## config.mk

```make
export PLATFORM = sky130hd
export DESIGN_NAME = countdown_timer
export DESIGN_NICKNAME = d
export VERILOG_FILES = /design/src/rtl/countdown_timer_pkg.sv /design/src/rtl/countdown_timer.sv
export SDC_FILE = /design/constraint.sdc
export NUM_CORES = 1
export LEC_CHECK = 0
export ABC_AREA = 1
export CORE_MARGIN = 5
export CORE_UTILIZATION = 32
export DETAILED_ROUTE_END_ITERATION = 8
export HOLD_SLACK_MARGIN = 0.02
export PLACE_DENSITY = 0.61
export SLEW_MARGIN = 20
export SYNTH_ARGS = -nofsm -noshare
export SYNTH_HDL_FRONTEND = slang
export SYNTH_SLANG_ARGS = --single-unit
```

## constraint.sdc

```tcl
create_clock -name clk -period 1.1 [get_ports clk]
set_input_delay 0.165 -clock clk [delete_from_list [all_inputs] [get_ports clk]]
set_output_delay 0.165 -clock clk [all_outputs]
set_load 0.01 [all_outputs]
```

## src/rtl/countdown_timer_pkg.sv

```systemverilog
// Shared definitions for the neurocrypt round timer: state encoding and default width.
package countdown_timer_pkg;

   localparam int unsigned NC_CNT_W = 5;

   typedef enum logic [1:0] {
      CT_IDLE = 2'd0,
      CT_RUN  = 2'd1,
      CT_HOLD = 2'd2
   } ct_state_e;

endpackage

```

## src/rtl/countdown_timer.sv

```systemverilog
// Loadable down-counter with start/pause handshake and a one-cycle tc pulse on expiry.
// One-shot or periodic operation selected by AUTO_RELOAD.
module countdown_timer
   import countdown_timer_pkg::*;
#(
   parameter int unsigned WIDTH       = NC_CNT_W,
   parameter int unsigned AUTO_RELOAD = 0
) (
   input  logic             clk,
   input  logic             rst,
   input  logic             load,
   input  logic [WIDTH-1:0] load_val,
   input  logic             start,
   input  logic             pause,
   output logic [WIDTH-1:0] count,
   output logic             tc,
   output logic             busy
);

   ct_state_e        state, state_n;
   logic [WIDTH-1:0] count_n;
   logic [WIDTH-1:0] reload_reg, reload_n;
   logic             tc_n;

   always_ff @(posedge clk or negedge rst) begin
      if (!rst) begin
         state      <= CT_IDLE;
         count      <= '0;
         reload_reg <= '0;
         tc         <= 1'b0;
      end else begin
         state      <= state_n;
         count      <= count_n;
         reload_reg <= reload_n;
         tc         <= tc_n;
      end
   end

   always_comb begin
      state_n  = state;
      count_n  = count;
      reload_n = reload_reg;
      tc_n     = 1'b0;
      if (load) begin
         count_n  = load_val;
         reload_n = load_val;
         state_n  = CT_IDLE;
      end else begin
         unique case (state)
            CT_IDLE: begin
               if (start) begin
                  if (count != '0) state_n = CT_RUN;
                  else             tc_n    = 1'b1;
               end
            end
            CT_RUN: begin
               if (pause) begin
                  state_n = CT_HOLD;
               end else if (count == '0) begin
                  // Only periodic mode sits in RUN at zero: reload instead of decrementing.
                  count_n = reload_reg;
                  tc_n    = (reload_reg == '0);
                  if (AUTO_RELOAD == 0) state_n = CT_IDLE;
               end else begin
                  count_n = count - WIDTH'(1);
                  if (count == WIDTH'(1)) begin
                     tc_n = 1'b1;
                     if (AUTO_RELOAD == 0) state_n = CT_IDLE;
                  end
               end
            end
            CT_HOLD: begin
               if (!pause) state_n = CT_RUN;
            end
            default: state_n = CT_IDLE;
         endcase
      end
   end

   assign busy = (state != CT_IDLE);

endmodule

```

# Word level (Yosys, flattened, before mapping)
# Cells that the tools add are included.
[classes]
add_sub_neg = 1
eq_ne = 8
reduce_logical = 8
mux = 19
[ops]
columns = ["cell", "n"]
rows = [
  ["$mux 5", 4],
  ["$mux 2", 7],
  ["$logic_not 5->1", 2],
  ["$ne 3x3->1 const B", 3],
  ["$mux 1", 6],
  ["$pmux 2 s3", 1],
  ["$eq 5x1->1 const B", 1],
  ["$ne 5x5->1 const B", 1],
  ["$reduce_bool 5->1", 1],
  ["$sub 5x1->5 const B", 1],
  ["$reduce_and 4->1", 1],
  ["$reduce_bool 2->1", 2],
  ["$eq 2x1->1 const B", 1],
  ["$eq 2x2->1 const B", 1],
  ["$logic_not 2->1", 1],
  ["$ne 2x2->1 const B", 1],
  ["$pmux 1 s2", 1],
  ["$reduce_and 2->1", 1],
]
[totals]
wordCells = 40
register_bits = 13
out_inout_bits = 7

# Logic depth before layout (Yosys ltp)
[logic_depth]
depth_word = 6
depth_mapped = 9

# Worst setup path after synthesis
# No wires, ideal clock.
[synth_timing]
kind = "reg-to-reg"
from = "register count[0]"
to = "register count[3]"
t_required_ps = 1027
arrival_ps = 1165
setup_ps = 73
setup_slack_ps = -138
period_less_slack_ps = 1238
path_stages_with_launch = 8
cell_sequence = "dfrtp_1 > inv_1 > ha_1 > nand3_4 > nand2_1 > nand2_1 > nand2_1 > a21oi_2"
[synth_between]
elab_chain_len = 5
elab_cells_between_ends = 6
classes_between = "add/sub: 1; mux: 4; reduce/logical: 1"
[synth_lines]
columns = ["element", "line_no", "source"]
rows = [
  ["from (decl)", "countdown_timer.sv:15", "output logic [WIDTH-1:0] count,"],
  ["from (signal assigned)", "countdown_timer.sv:33", "count <= count_n;"],
  ["$sub 5x1->5 or $logic_not 5->1 (tied branches)", "countdown_timer.sv:65, countdown_timer.sv:59", ""],
  ["$mux 5 (*)", "countdown_timer.sv:59", "end else if (count == '0) begin"],
  ["$mux 5 (*)", "countdown_timer.sv:57", "if (pause) begin"],
  ["$mux 5 (*)", "countdown_timer.sv:49", "unique case (state)"],
  ["$mux 5 (*)", "countdown_timer.sv:44", "if (load) begin"],
]
# Every way passes the cells marked *; elsewhere a longest branch is shown, timed or not. The select of a mux whose other input is x is not followed.
# A chain may end at the register's enable or synchronous reset.

# Worst setup path in the final report
[layout_timing]
from = "register count[2]"
to = "register count[1]"
[layout_between]
elab_chain_len = 5
[layout_lines]
columns = ["element", "line_no"]
rows = [
  ["$logic_not 5->1", "countdown_timer.sv:59"],
  ["$mux 5", "countdown_timer.sv:59"],
  ["$mux 5", "countdown_timer.sv:57"],
  ["$mux 5", "countdown_timer.sv:49"],
  ["$mux 5", "countdown_timer.sv:44"],
]
# Every way passes these cells. The select of a mux whose other input is x is not followed.

==> results.tsv <==
metric	value	unit
critical path's top delay family	simple AND/OR/NAND/NOR gates	
Core ar.	0.00245	sq mm
post-layout minimum cycle time	1340	ps
Yosys top cell area share	0.401	
aggregate global-route resource usage	0.131	
slew at the pin closest to its max-slew limit	245	ps
DR vias	905	
Most Used Layer, Global Route	met2	
Initial DRC Count	38	
Die Width	60.3	microns
DR pass1 iterations	4	
dpl ws	-183	ps
Setup crit start kind	flop	
Vias per Instance	4.79	
placed insts	175	
largest family of logic cells by synthesized area	simple AND/OR/NAND/NOR gates	
failing checks	negative setup slack	
Num Clock Sinks	13	
cell area after synthesis	811	sq um
synth warn	0	
skew final	9.15	ps
maximum vdd ir drop	0.885	mV
CTS clk-pin slew, worst paths	80	ps
# IOs	17	
drt total wl	2.30	mm
max cap viols	0	
# rows	18	
Simple-Gate Fraction of Synth Area	0.343	
Yosys cell types	20	
Seq/Total Area, Yosys	0.401	
CTS buffer count	3	
R2R Path Start	count[2]	
crit path DAT	1490	ps
root buf cell	clkbuf_4	
n_diodes	0	
Cell Pwr Density	1250	mW/mm^2
deepest clock path buffer count	2	
Avg Inst Size Synth	7.37	sq um
I/O Buffers	16	
Residual DRC	0	
initial core utilization	0.330	
GR Overflow Total	0	
peak fanout along the critical path	5	
CP Class	flop to flop	
Final period util	1.22	
most frequent CP cell	nand3_1	
Critical Path Stages	7	
Hold Buf Count CTS	0	
CP required	1260	ps
Die ar.	0.00364	sq mm
fraction of the mapped netlist area in adder cells	0.0463	
Design Power	1.69	mW
unrepaired setup endpoints after global routing	true	
fin. max-slew vios	0	
status	finished, violations left	
grt met1 use	0.159	
share of layout cells above drive strength 1	0.434	
Vert. Die Dim	60.3	microns
post-route ant nets	0	
Fillers	227	
crit path buf inv count	2	
R2R setup slack	-240	ps
final setup vio count	10	
Syn Inst Count	110	
Hold Crit Class	input port to asynchronous set/reset pin	
htree depth	1	
R2R depth	7	
Final Instance Count excl. Fillers	189	
Detailed Place HPWL	1.54	mm
Crit Reg-Reg Endpoint	count[1]	
commonest non-fill, non-tap cell in the layout	nand2_1	
Synth area leaders	dfrtp_1 (40%), nand2_1 (16%), inv_1 (7.9%)	
largest net degree at the start of global routing	14	
worst path cell trace	buf_6, nor2_4, nand3_4, inv_2, nand2_1, nand3_1, nand3_1	
TritonCTS clock tree	yes	
leakage power	0.694	nW
most frequent cells in the layout	nand2_1 (29), buf_4 (22), inv_1 (13), dfrtp_1 (12), buf_6 (10)	
largest stage delay on the critical path	410	ps
final worst slack	-238	ps
met3 Use GR	0.0213	
Final nets	173	
Fmax	747	MHz
leading area contributor after synthesis	dfrtp_1	
mux share of post-synthesis cell area	0	
first-pass GRT wire length	3.61	mm
routability congestion estimate	0.760	
Rel. slew slack	0.837	
Mapped Nets	123	
Finished Cell Area	0.00136	sq mm
initial antenna violation count	0	
vias in the first global route	878	
Seq cells post-synth	13	
worst skew pair latency	280	ps
Area Growth Syn to Fin	67.1	%
crit path max-delay cell type	dfrtp_1	
met2 global-route usage	0.219	
xor/xnor share of the synthesized area	0.0216	
CP endpoint kind	flop	
Compound-Gate Fraction of Synth Area	0.0895	
placed cell areas	0.00117	sq mm
post-DR wirelength/cell	12.1	microns
Final Hold Vio Count	0	
repair_timing:
action,4_1_cts,5_1_grt
gates resized for setup,26,23
endpoints found under the setup margin,14,15
gates cloned,1,0
setup buffers,6,4
pin swaps,12,6
Yosys cell counts:
cell and n:
buf_2 1, inv_1 17, a21oi_2 2, xor2_1 1, o211a_1 1, nor2_1 6
ha_1 3, nor2_2 3, nand3_1 9, dfrtp_1 13, o21ai_1 2, nand4_1 1
xnor2_1 1, nor2_4 2, nor3_1 1, nand2_1 34, inv_2 3, nand3_4 1
o21ai_0 7, nand2_2 2
metal layers:
metal	part of all wire	wire, microns
met1	0.40	915
met2	0.52	1190
met3	0.057	130
met4	0.027	62
met5	0	0
power by group:
part	switching (mW)	total, mW	leakage, nW	internal, mW
clock network	0.158	0.299	0.0150	0.141
logic	0.385	0.815	0.519	0.431
registers	0.0401	0.574	0.159	0.534
per-stage QoR:
stage | hold slack [ps] | TNS (ps) | util
after CTS | 180 | -1210 | 0.523
after detailed placement | 485 | -1250 | 0.476
after global routing | 168 | -2060 | 0.552
after global placement | 487 | -882 | 0.476
final | 176 | -1480 | 0.552
after floorplan | -131 | -318 | -
how the worst max path moves through the flow:
| stage | slack [ps] | from | end |
|---|---|---|---|
| after detailed placement | -180 | pause | count[2] |
| after CTS | -160 | count[0] | tc |
| after global routing | -300 | count[2] | count[4] |
| after global placement | -120 | count[0] | tc |
| final | -240 | count[2] | count[1] |
| after floorplan | -60 | count[1] | count[4] |
kinds of logic after synthesis:
family,count (synthesis)
compound gates,12
xor+xnor,2
fa+ha+maj,3
buf+inv,21
flops,13
simple gates,59
final cells by class:
cell class,count,area (sq um),share of cell area
Multi-Input combinational cell,77,483,0.356
Sequential cell,13,327,0.241
Inverter,20,75.1,0.0554
Tap cell,30,37.5,0.0277
Timing Repair Buffer,45,407,0.300
Clock buffer,4,26.3,0.0194
(Power assumes the default switching activity.)
